### src/rtl/uart_instr_loader_pkg.sv
// Shared types and constants for the UART instruction loader.
package uart_instr_loader_pkg;

  typedef enum logic [2:0] {
    ST_IDLE = 3'd0,
    ST_LEN  = 3'd1,
    ST_DATA = 3'd2,
    ST_DONE = 3'd3,
    ST_ERR  = 3'd4
  } state_t;

  // The image header is a big-endian 16-bit word count.
  localparam int LEN_BYTES = 2;

endpackage

### src/rtl/uart_instr_loader_byte_assembler.sv
// Packs a stream of bytes into DATA_WIDTH words. word carries the completed
// word combinationally in the cycle word_valid is high (the last byte's cycle).
module uart_instr_loader_byte_assembler #(
  parameter int DATA_WIDTH = 32,
  parameter int BIG_ENDIAN = 1
) (
  input  logic                  clk,
  input  logic                  reset,
  input  logic                  clear,
  input  logic                  byte_valid,
  input  logic [7:0]            byte_data,
  output logic                  word_valid,
  output logic [DATA_WIDTH-1:0] word
);

  localparam int BYTES = DATA_WIDTH / 8;
  localparam int CW    = $clog2(BYTES) + 1;

  logic [DATA_WIDTH-1:0] shift;
  logic [DATA_WIDTH-1:0] byte_ext;
  logic [CW-1:0]         count;

  assign byte_ext   = DATA_WIDTH'(byte_data);
  assign word_valid = byte_valid && (count == CW'(BYTES - 1));

  // Next shift-register value: new byte enters at the LSB (big-endian) or MSB (little-endian).
  always_comb begin
    if (BIG_ENDIAN != 0) word = (shift << 8) | byte_ext;
    else                 word = (shift >> 8) | (byte_ext << (DATA_WIDTH - 8));
  end

  // Byte counter and shift register; a completed word restarts the count.
  always_ff @(posedge clk or posedge reset) begin
    if (reset) begin
      shift <= '0;
      count <= '0;
    end else if (clear) begin
      shift <= '0;
      count <= '0;
    end else if (byte_valid) begin
      shift <= word;
      count <= word_valid ? '0 : count + CW'(1);
    end
  end

endmodule

### src/rtl/uart_instr_loader.sv
// Boot loader: receives a length-prefixed program image over UART, writes it
// into instruction memory and holds the CPU in reset until it is complete.
module uart_instr_loader
  import uart_instr_loader_pkg::*;
#(
  parameter int DATA_WIDTH     = 32,
  parameter int ADDR_WIDTH     = 8,
  parameter int BASE_ADDR      = 0,
  parameter int BIG_ENDIAN     = 1,
  parameter int TIMEOUT_CYCLES = 100000
) (
  input  logic                  clk,
  input  logic                  reset,
  input  logic                  uart_on,
  input  logic [7:0]            rx_data,
  input  logic                  rx_valid,
  output logic                  mem_we,
  output logic [ADDR_WIDTH-1:0] mem_addr,
  output logic [DATA_WIDTH-1:0] mem_wdata,
  output logic                  cpu_hold,
  output logic                  done,
  output logic                  error
);

  localparam int TW        = $clog2(TIMEOUT_CYCLES + 1);
  localparam int IW        = ADDR_WIDTH + 1;
  localparam int MAX_WORDS = (1 << ADDR_WIDTH) - BASE_ADDR;

  state_t                state, state_next;
  logic [1:0]            len_cnt;
  logic [7:0]            len_hi;
  logic [15:0]           len;
  logic [15:0]           count_n;
  logic                  len_last;
  logic [IW-1:0]         index;
  logic [TW-1:0]         tcnt;
  logic                  timing;
  logic                  timeout;
  logic                  all_written;
  logic                  asm_valid;
  logic                  word_valid;
  logic [DATA_WIDTH-1:0] word;

  assign count_n     = {len_hi, rx_data};
  assign len_last    = (len_cnt == 2'(LEN_BYTES - 1));
  assign all_written = (32'(index) == 32'(len));
  // The timer only runs once the first header byte has arrived.
  assign timing      = ((state == ST_LEN) && (len_cnt != 2'd0)) || (state == ST_DATA);
  assign timeout     = timing && !rx_valid && (tcnt == TW'(TIMEOUT_CYCLES - 1));
  // Once all N words are written, stray bytes must not start another word.
  assign asm_valid   = rx_valid && uart_on && (state == ST_DATA) && !all_written;

  assign cpu_hold = (state == ST_LEN) || (state == ST_DATA) || (state == ST_ERR);
  assign done     = (state == ST_DONE);
  assign error    = (state == ST_ERR);

  uart_instr_loader_byte_assembler #(
    .DATA_WIDTH (DATA_WIDTH),
    .BIG_ENDIAN (BIG_ENDIAN)
  ) u_asm (
    .clk        (clk),
    .reset      (reset),
    .clear      (state != ST_DATA),
    .byte_valid (asm_valid),
    .byte_data  (rx_data),
    .word_valid (word_valid),
    .word       (word)
  );

  // State register.
  always_ff @(posedge clk or posedge reset) begin
    if (reset) state <= ST_IDLE;
    else       state <= state_next;
  end

  // Next-state logic; dropping uart_on always wins over progress or timeout.
  always_comb begin
    state_next = state;
    case (state)
      ST_IDLE: if (uart_on) state_next = ST_LEN;
      ST_LEN: begin
        if (!uart_on) state_next = ST_IDLE;
        else if (rx_valid && len_last) begin
          if (count_n == 16'd0)                state_next = ST_DONE;
          else if (32'(count_n) > MAX_WORDS)   state_next = ST_ERR;
          else                                 state_next = ST_DATA;
        end else if (timeout) state_next = ST_ERR;
      end
      ST_DATA: begin
        if (!uart_on)                   state_next = ST_IDLE;
        else if (mem_we && all_written) state_next = ST_DONE;
        else if (timeout)               state_next = ST_ERR;
      end
      ST_DONE, ST_ERR: if (!uart_on) state_next = ST_IDLE;
      default: state_next = ST_IDLE;
    endcase
  end

  // Header capture, word index, inter-byte timer and registered memory write.
  always_ff @(posedge clk or posedge reset) begin
    if (reset) begin
      len_cnt   <= '0;
      len_hi    <= '0;
      len       <= '0;
      index     <= '0;
      tcnt      <= '0;
      mem_we    <= 1'b0;
      mem_addr  <= '0;
      mem_wdata <= '0;
    end else begin
      mem_we <= word_valid;
      if (word_valid) begin
        mem_addr  <= ADDR_WIDTH'(BASE_ADDR) + index[ADDR_WIDTH-1:0];
        mem_wdata <= word;
        index     <= index + IW'(1);
      end else if (state != ST_DATA) begin
        index <= '0;
      end

      if (state == ST_LEN) begin
        if (rx_valid && uart_on) begin
          if (len_last) begin
            len     <= count_n;
            len_cnt <= '0;
          end else begin
            len_hi  <= rx_data;
            len_cnt <= len_cnt + 2'd1;
          end
        end
      end else begin
        len_cnt <= '0;
      end

      if (!timing || rx_valid) tcnt <= '0;
      else                     tcnt <= tcnt + TW'(1);
    end
  end

endmodule
### config.mk
export PLATFORM = sky130hd
export DESIGN_NAME = uart_instr_loader
export DESIGN_NICKNAME = d
export VERILOG_FILES = /design/src/rtl/uart_instr_loader_pkg.sv /design/src/rtl/uart_instr_loader_byte_assembler.sv /design/src/rtl/uart_instr_loader.sv
export SDC_FILE = /design/constraint.sdc
export NUM_CORES = 1
export LEC_CHECK = 0
export ABC_AREA = 1
export BUFFER_PORTS_ARGS = -buffer_cell sky130_fd_sc_hd__buf_2
export CAP_MARGIN = 20
export CORE_MARGIN = 2
export CORE_UTILIZATION = 63
export CTS_CLUSTER_SIZE = 25
export DETAILED_ROUTE_END_ITERATION = 10
export GPL_TIMING_DRIVEN = 0
export HOLD_SLACK_MARGIN = 0.08
export PLACE_DENSITY = 0.85
export SYNTH_ARGS = -nofsm -noshare
export SYNTH_HDL_FRONTEND = slang
export SYNTH_SLANG_ARGS = --single-unit
### constraint.sdc
create_clock -name clk -period 7.42 [get_ports clk]
set_input_delay 1.113 -clock clk [delete_from_list [all_inputs] [get_ports clk]]
set_output_delay 1.113 -clock clk [all_outputs]
set_load 0.01 [all_outputs]
==> out/metrics.csv, run 1 <==
stage,metric,value,unit
drt,initial DRC count,338,
drt,drc violations,0,
global_routing,largest net degree at the start of global routing,78,
logic_synthesis,largest cells by area after synthesis,"dfrtp_1, nand2_1, o21ai_0, inv_1, nor2_1",
global_routing,met3 Use GR,8.84,%
die,Die Y,96.6,um
logic_synthesis,Post-synth EDFFs,0,
critical_path,crit path cell chain,inv_1 -> nand3_1 -> nand2_1 -> or2_2 -> buf_2,
cells_and_area,Layout area overhead,19.5,%
drt,Initial DRT Pass Iterations,6,
global_routing,grt met2 use,52.3,%
logic_synthesis,dominant cell type by area after synthesis,dfrtp_1,
critical_path,WP data arrival,1740,ps
critical_path,crit path max-delay cell type,dfrtp_1,
cts,Setup Buffers After CTS,0,
logic_synthesis,yosys warns,0,
cells_and_area,antenna fix cells,0,
critical_path,crit path to,cpu_hold,
global_routing,global-route usage over all layers,31.6,%
cts,total CTS buffers,17,
cts,CTS Hold Bufs,0,
cts,Num Clock Sinks,123,
global_routing,first-pass GRT wire length,21900,um
die,Rows,33,
power_and_ir_drop,Final Power,1860,uW
placement,routability cong.,0.882,
critical_path,worst r2r src,len[10],
sta,setup_tns,0,ps
global_routing,busiest grt layer,met2,
logic_synthesis,most frequent cell after synthesis,nand2_1,
placement,DP Wirelength,8570,um
cts,PostCTS Resize Cnt,0,
drt,vias per inst,5.64,
global_routing,GR met1 Demand/Resource,38.8,%
outcome,status,completed,
logic_synthesis,#FFs+latches synth,123,
global_routing,initial antenna violation count,0,
die,Die Area,0.00933,sq mm
critical_path,R2R cell count,7,
cts,CTS Root Cell,clkbuf_8,
cts,Worst-path clk slew,60,ps
logic_synthesis,Mapped Nets,636,
logic_synthesis,part of the Yosys area used for sequential elements,57.0,%
critical_path,Crit Path Max Fanout,5,
sta,Setup-failing EPs final,0,
power_and_ir_drop,Cell Pwr Density,289,mW/mm^2
critical_path,Max stage delay on crit path,390,ps
logic_synthesis,Yosys cell types,34,
drt,drt total wl,13500,um
critical_path,Worst Setup End Kind,primary output,
cells_and_area,fin nets,711,
job,# Max-Cap Violations,0,
drt,total number of vias,4587,
drt,post-route ant nets,0,
cells_and_area,design area,0.00645,sq mm
placement,placed cell area,0.00584,sq mm
cells_and_area,Layout fillers,510,
critical_path,crit path launch type,flop,
logic_synthesis,Synth Cell Area,0.00540,sq mm
cts,CTS tree,built,
logic_synthesis,Gate Count Post-Synth,621,
global_routing,grt ovf,0,
sta,RSZ-0062 raised after global routing,no,
die,width of the die,96.6,um
logic_synthesis,Avg Synthesized Cell Area,8.69,sq um
critical_path,R2R Setup Slk,5470,ps
sta,Fmax,0.350,GHz
power_and_ir_drop,Peak VDD IR,0.202,mV
power_and_ir_drop,leakage,0.00325,uW
critical_path,worst reg2reg endpoint,mem_wdata[21],
cells_and_area,share of cells above drive strength 1,16.4,%
critical_path,crit path kind,flop to primary output,
global_routing,number of global-route vias before repair,4671,
sta,count of final hold-check violations,0,
sta,max-slew violation count,0,
critical_path,WP data required,6310,ps
die,core box area,0.00826,sq mm
sta,Layout Skew,8.26,ps
sta,Worst Tran Pin Value,531,ps
logic_synthesis,asr flop ratio synth,100,%
die,I/O pin count,56,
logic_synthesis,top_reg_cell synth,dfrtp_1,
critical_path,crit path launch,state[0],
cts,H-tree Lvls,4,
drt,routed length per instance,16.6,um
logic_synthesis,synth cell count leaders,"nand2_1, dfrtp_1, inv_1, o21ai_0, nor2_1",
sta,Slew headroom,64.6,%
cts,Clock Tree Buf Depth,2,
worst_hold_path,worst min path class,flop to flop,
sta,post-layout min period,2850,ps
sta,fin crit share,38.5,%
die,Initial Util,65.4,%
placement,Buffers on Ports,55,
cts,latest clock arrival within the worst-skew pair,520,ps
logic_synthesis,Synth top area share,57.0,%
cell usage in the layout, fill, tap and decap left out, drive strengths merged:
cell / count
mux2: 6
nand4: 6
o21ai: 86
a21oi: 9
clkbuf: 24
nand3: 34
xnor2: 6
clkinv: 8
nor2: 57
nor4: 1
xor2: 9
buf: 67
nand3b: 2
bufinv: 4
clkinvlp: 2
a211oi: 1
o211a: 1
dfrtp: 123
o21bai: 1
ha: 3
a21boi: 1
inv: 78
nor3: 7
nand2: 171
or2: 1
cell type report:
class	instances	area [sq um]	area share, %
multi-input cells	402	1910	29.6
plain buffers	18	120	1.86
clock inverters	14	198	3.06
flip-flops and latches	123	3080	47.7
inverters	78	298	4.62
well taps	105	131	2.04
repair buffers	56	303	4.69
clock buffers	17	414	6.42
flip-flops by register name (all words and copies together) (netlist names):
register	cells
index	9
u_asm.shift	24
mem_addr	8
len_cnt	2
tcnt	17
len	16
mem_wdata	32
len_hi	8
mem_we	1
u_asm.count	3
state	3
critical path: cells and delay by family (launching register included):
kind	cells	cell delay [ps]
and+or+nand+nor	3	600
DFF	1	390
buffers and inverters	2	230
power by group:
| group | switching (uW) | leakage [uW] | internal (uW) |
|---|---|---|---|
| Combinational | 144 | 0.00127 | 82.5 |
| Sequential | 53.0 | 0.00169 | 734 |
| Clock | 306 | 0.000294 | 545 |
| Total | 503 | 0.00325 | 1360 |
per-layer routing:
layer / vias up / part of all wire (%)
met3: 41 / 5.7
met5: - / 0
li1: 2124 / -
met2: 175 / 50
met1: 2247 / 41
met4: 0 / 3.2
logic make-up after synthesis:
kind of cell / share of synthesized area (%)
buf+inv: 7.65
flops: 57.0
xor+xnor: 2.43
mux: 1.25
simple gates: 21.6
compound gates: 9.41
fa+ha+maj: 0.695
worst min-delay path by stage:
| stage | start | endpoint | slack [ps] | depth (start not counted) |
|---|---|---|---|---|
| floorplan | tcnt[0] | tcnt[0] | 430 | 1 |
| global placement | tcnt[0] | tcnt[0] | 440 | 1 |
| detailed placement | tcnt[0] | tcnt[0] | 460 | 1 |
| CTS | tcnt[0] | tcnt[0] | 470 | 1 |
| global route | mem_wdata[24] | mem_wdata[24] | 510 | 2 |
| finish | tcnt[0] | tcnt[0] | 470 | 1 |
metrics by stage:
stage | util (%) | hold slack [ps] | std cells | worst slack (ps)
final | 78.1 | 470 | 813 | 4570
after global routing | 78.1 | 509 | 813 | 4440
after CTS | 78.1 | 470 | 813 | 4560
after detailed placement | 70.7 | 462 | 782 | 4940
after global placement | 70.3 | 445 | 781 | 1870
after floorplan | - | 433 | 621 | 3040
(Power assumes the default switching activity.)
==> inputs of run 2 (changes only) <==
ABC_AREA = 0   (was 1)
CORE_UTILIZATION = 53   (was 63)
PLACE_DENSITY = 0.76   (was 0.85)
clock period = 2.4 ns   (was 7.42 ns; I/O delays follow)
==> run 2 against run 1 <==
  * Combinational power grew to 2.5 times the previous value
  * Worst setup slack worse by 4400 ps
  * Final cell count shrank 16%
  * Critical path depth is 2 higher
  * Sequential power grew to 3.1 times the previous value
  * Non-clock buffer count up 6
  * Global-route usage down 9.1 points
  * Register-to-register slack worse by 5300 ps
  * Sequential share of layout area shrank 1.4 points
  * Die area grew 19%
  * Clock power grew to 3.5 times the previous value
  * Core utilization down 13 points
==> out/metrics.csv, run 2 <==
stage,metric,value,unit
power_and_ir_drop,Final Power,5930,uW
drt,vias per inst,5.60,
cts,Clock Tree Buf Depth,2,
drt,drc violations,0,
cells_and_area,Reg with most FFs,mem_wdata,
sta,count of final hold-check violations,0,
logic_synthesis,Synth Cell Area,0.00546,sq mm
logic_synthesis,part of the Yosys area used for sequential elements,56.4,%
critical_path,WP data arrival,2660,ps
critical_path,crit path launch type,flop,
logic_synthesis,most frequent cell after synthesis,dfrtp_1,
sta,Worst Tran Pin Value,813,ps
cts,CTS tree,built,
logic_synthesis,top_reg_cell synth,dfrtp_1,
logic_synthesis,Yosys cell types,44,
global_routing,grt ovf,0,
cts,Setup Buffers After CTS,0,
drt,total number of vias,3817,
drt,routed length per instance,16.9,um
cells_and_area,max FFs per register,32,
critical_path,Worst Setup End Kind,flop,
cells_and_area,biggest regs,"mem_wdata: 32 flops, u_asm.shift: 24 flops, tcnt: 17 flops",
placement,dpl ws,156,ps
placement,Inst Count DP,649,
die,Die Area,0.0111,sq mm
drt,drt total wl,11500,um
sta,Worst Slack Setup Final,136,ps
sta,Setup-failing EPs final,0,
sta,fin crit share,94.3,%
logic_synthesis,synth cell count leaders,"dfrtp_1, nand2_1, mux2_2, nand3_1, o21ai_0",
critical_path,WP data required,2800,ps
critical_path,crit path kind,flop to flop,
cells_and_area,"commonest non-fill, non-tap cell in the layout",dfrtp_1,
die,Rows,37,
cells_and_area,antenna fix cells,0,
global_routing,largest net degree at the start of global routing,45,
critical_path,Crit Path Max Fanout,10,
outcome,status,completed,
sta,max-slew violation count,0,
placement,DP Wirelength,7870,um
cells_and_area,final non-filler cell total,682,
sta,RSZ-0062 raised after global routing,yes,
drt,Initial DRT Pass Iterations,5,
logic_synthesis,Post-synth EDFFs,0,
cts,Worst-path clk slew,60,ps
cells_and_area,share of cells above drive strength 1,30.8,%
logic_synthesis,#FFs+latches synth,123,
sta,Fmax,0.442,GHz
global_routing,initial antenna violation count,0,
logic_synthesis,Avg Synthesized Cell Area,12.0,sq um
job,# Max-Cap Violations,0,
cells_and_area,"commonest cells after routing, fill and taps aside","dfrtp_1, buf_2, nand2_1",
logic_synthesis,dominant cell type by area after synthesis,dfrtp_1,
power_and_ir_drop,Peak VDD IR,0.547,mV
die,Die Y,105,um
cells_and_area,fin nets,548,
drt,initial DRC count,198,
worst_hold_path,worst min path class,input pin to flop,
logic_synthesis,Gate Count Post-Synth,456,
cts,latest clock arrival within the worst-skew pair,520,ps
die,core box area,0.0101,sq mm
logic_synthesis,Synth top area share,56.4,%
die,I/O pin count,56,
logic_synthesis,largest cells by area after synthesis,"dfrtp_1, mux2_4, mux2_2, nand2_1, xor2_1",
global_routing,number of global-route vias before repair,3812,
logic_synthesis,Mapped Nets,471,
die,Initial Util,53.8,%
logic_synthesis,yosys warns,0,
cts,total CTS buffers,17,
logic_synthesis,asr flop ratio synth,100,%
placement,Buffers on Ports,55,
power_and_ir_drop,leakage,0.00315,uW
sta,post-layout min period,2260,ps
power_and_ir_drop,Cell Pwr Density,892,mW/mm^2
die,width of the die,105,um
placement,routability cong.,0.843,
cells_and_area,Layout fillers,747,
cells_and_area,Layout area overhead,21.7,%
cts,CTS Root Cell,clkbuf_8,
global_routing,global-route usage over all layers,22.5,%
sta,Layout Skew,6.97,ps
cts,Num Clock Sinks,123,
cts,H-tree Lvls,4,
global_routing,first-pass GRT wire length,19400,um
sta,Slew headroom,45.7,%
drt,post-route ant nets,0,
## run 2: kinds of logic after synthesis
group           Yosys count  synth area share (%)
simple gates            157                  15.0
flops                   123                  56.4
mux                      64                  15.2
compound gates           55                  5.94
xor+xnor                 27                  4.33
buf+inv                  27                  2.50
fa+ha+maj                 3                 0.688
## run 2: critical path, cell delays in order (launching register included)
cell,delay [ps]
dfrtp_1,470
xor2_1,230
nor4_4,360
nand3_1,240
nand3_4,220
inv_2,130
buf_6,190
mux2_4,310
## run 2: stage by stage
stage	hold WS (ps)	area, sq um	utilization, %	setup TNS [ps]
final	150	6640	65.5	0
after global routing	138	6640	65.5	-42.8
after CTS	124	6640	65.5	0
after detailed placement	487	5950	58.6	0
after global placement	484	5910	58.3	-19360
after floorplan	455	5460	-	0
## run 2: final cells by class
| type | count | area, sq um | area share [%] |
|---|---|---|---|
| repair buffers | 58 | 325 | 4.90 |
| well taps | 136 | 170 | 2.56 |
| clock buffers | 18 | 418 | 6.29 |
| flip-flops and latches | 123 | 3080 | 46.3 |
| multi-input cells | 306 | 2240 | 33.8 |
| inverters | 5 | 22.5 | 0.339 |
| clock inverters | 14 | 267 | 4.01 |
| plain buffers | 22 | 119 | 1.79 |
## run 2: timing repair
item | in CTS | in global routing
resized for setup | 0 | 2
hold buffers | 1 | 0
endpoints found under the setup margin | 0 | 9
hold endpoints to repair | 35 | 0
## run 2: power by group
group | internal [uW] | switching [uW]
clock network | 2010 | 931
registers | 2280 | 145
logic | 278 | 287
## run 2: routing by layer
| metal | vias to the layer above | share of wire [%] | global-route usage, % |
|---|---|---|---|
| met5 | - | 0 | 0 |
| met4 | 0 | 1.2 | 6.57 |
| met3 | 14 | 5.3 | 6.18 |
| met2 | 127 | 47 | 34.1 |
| met1 | 1896 | 46 | 31.9 |
| li1 | 1780 | - | - |
## run 2: final timing paths
kind / from / endpoint / slack [ps] / cells past startpoint
setup / recovery: index[0] / mem_wdata[21] / 140 / 7
hold / removal: uart_on / state[2] / 150 / 2
setup reg to reg: index[0] / mem_wdata[21] / 140 / 7
hold reg to reg: tcnt[0] / tcnt[0] / 500 / 1
max in group asynchronous: reset / len_hi[3] / 1180 / 4
min in group asynchronous: reset / mem_wdata[20] / 540 / 3
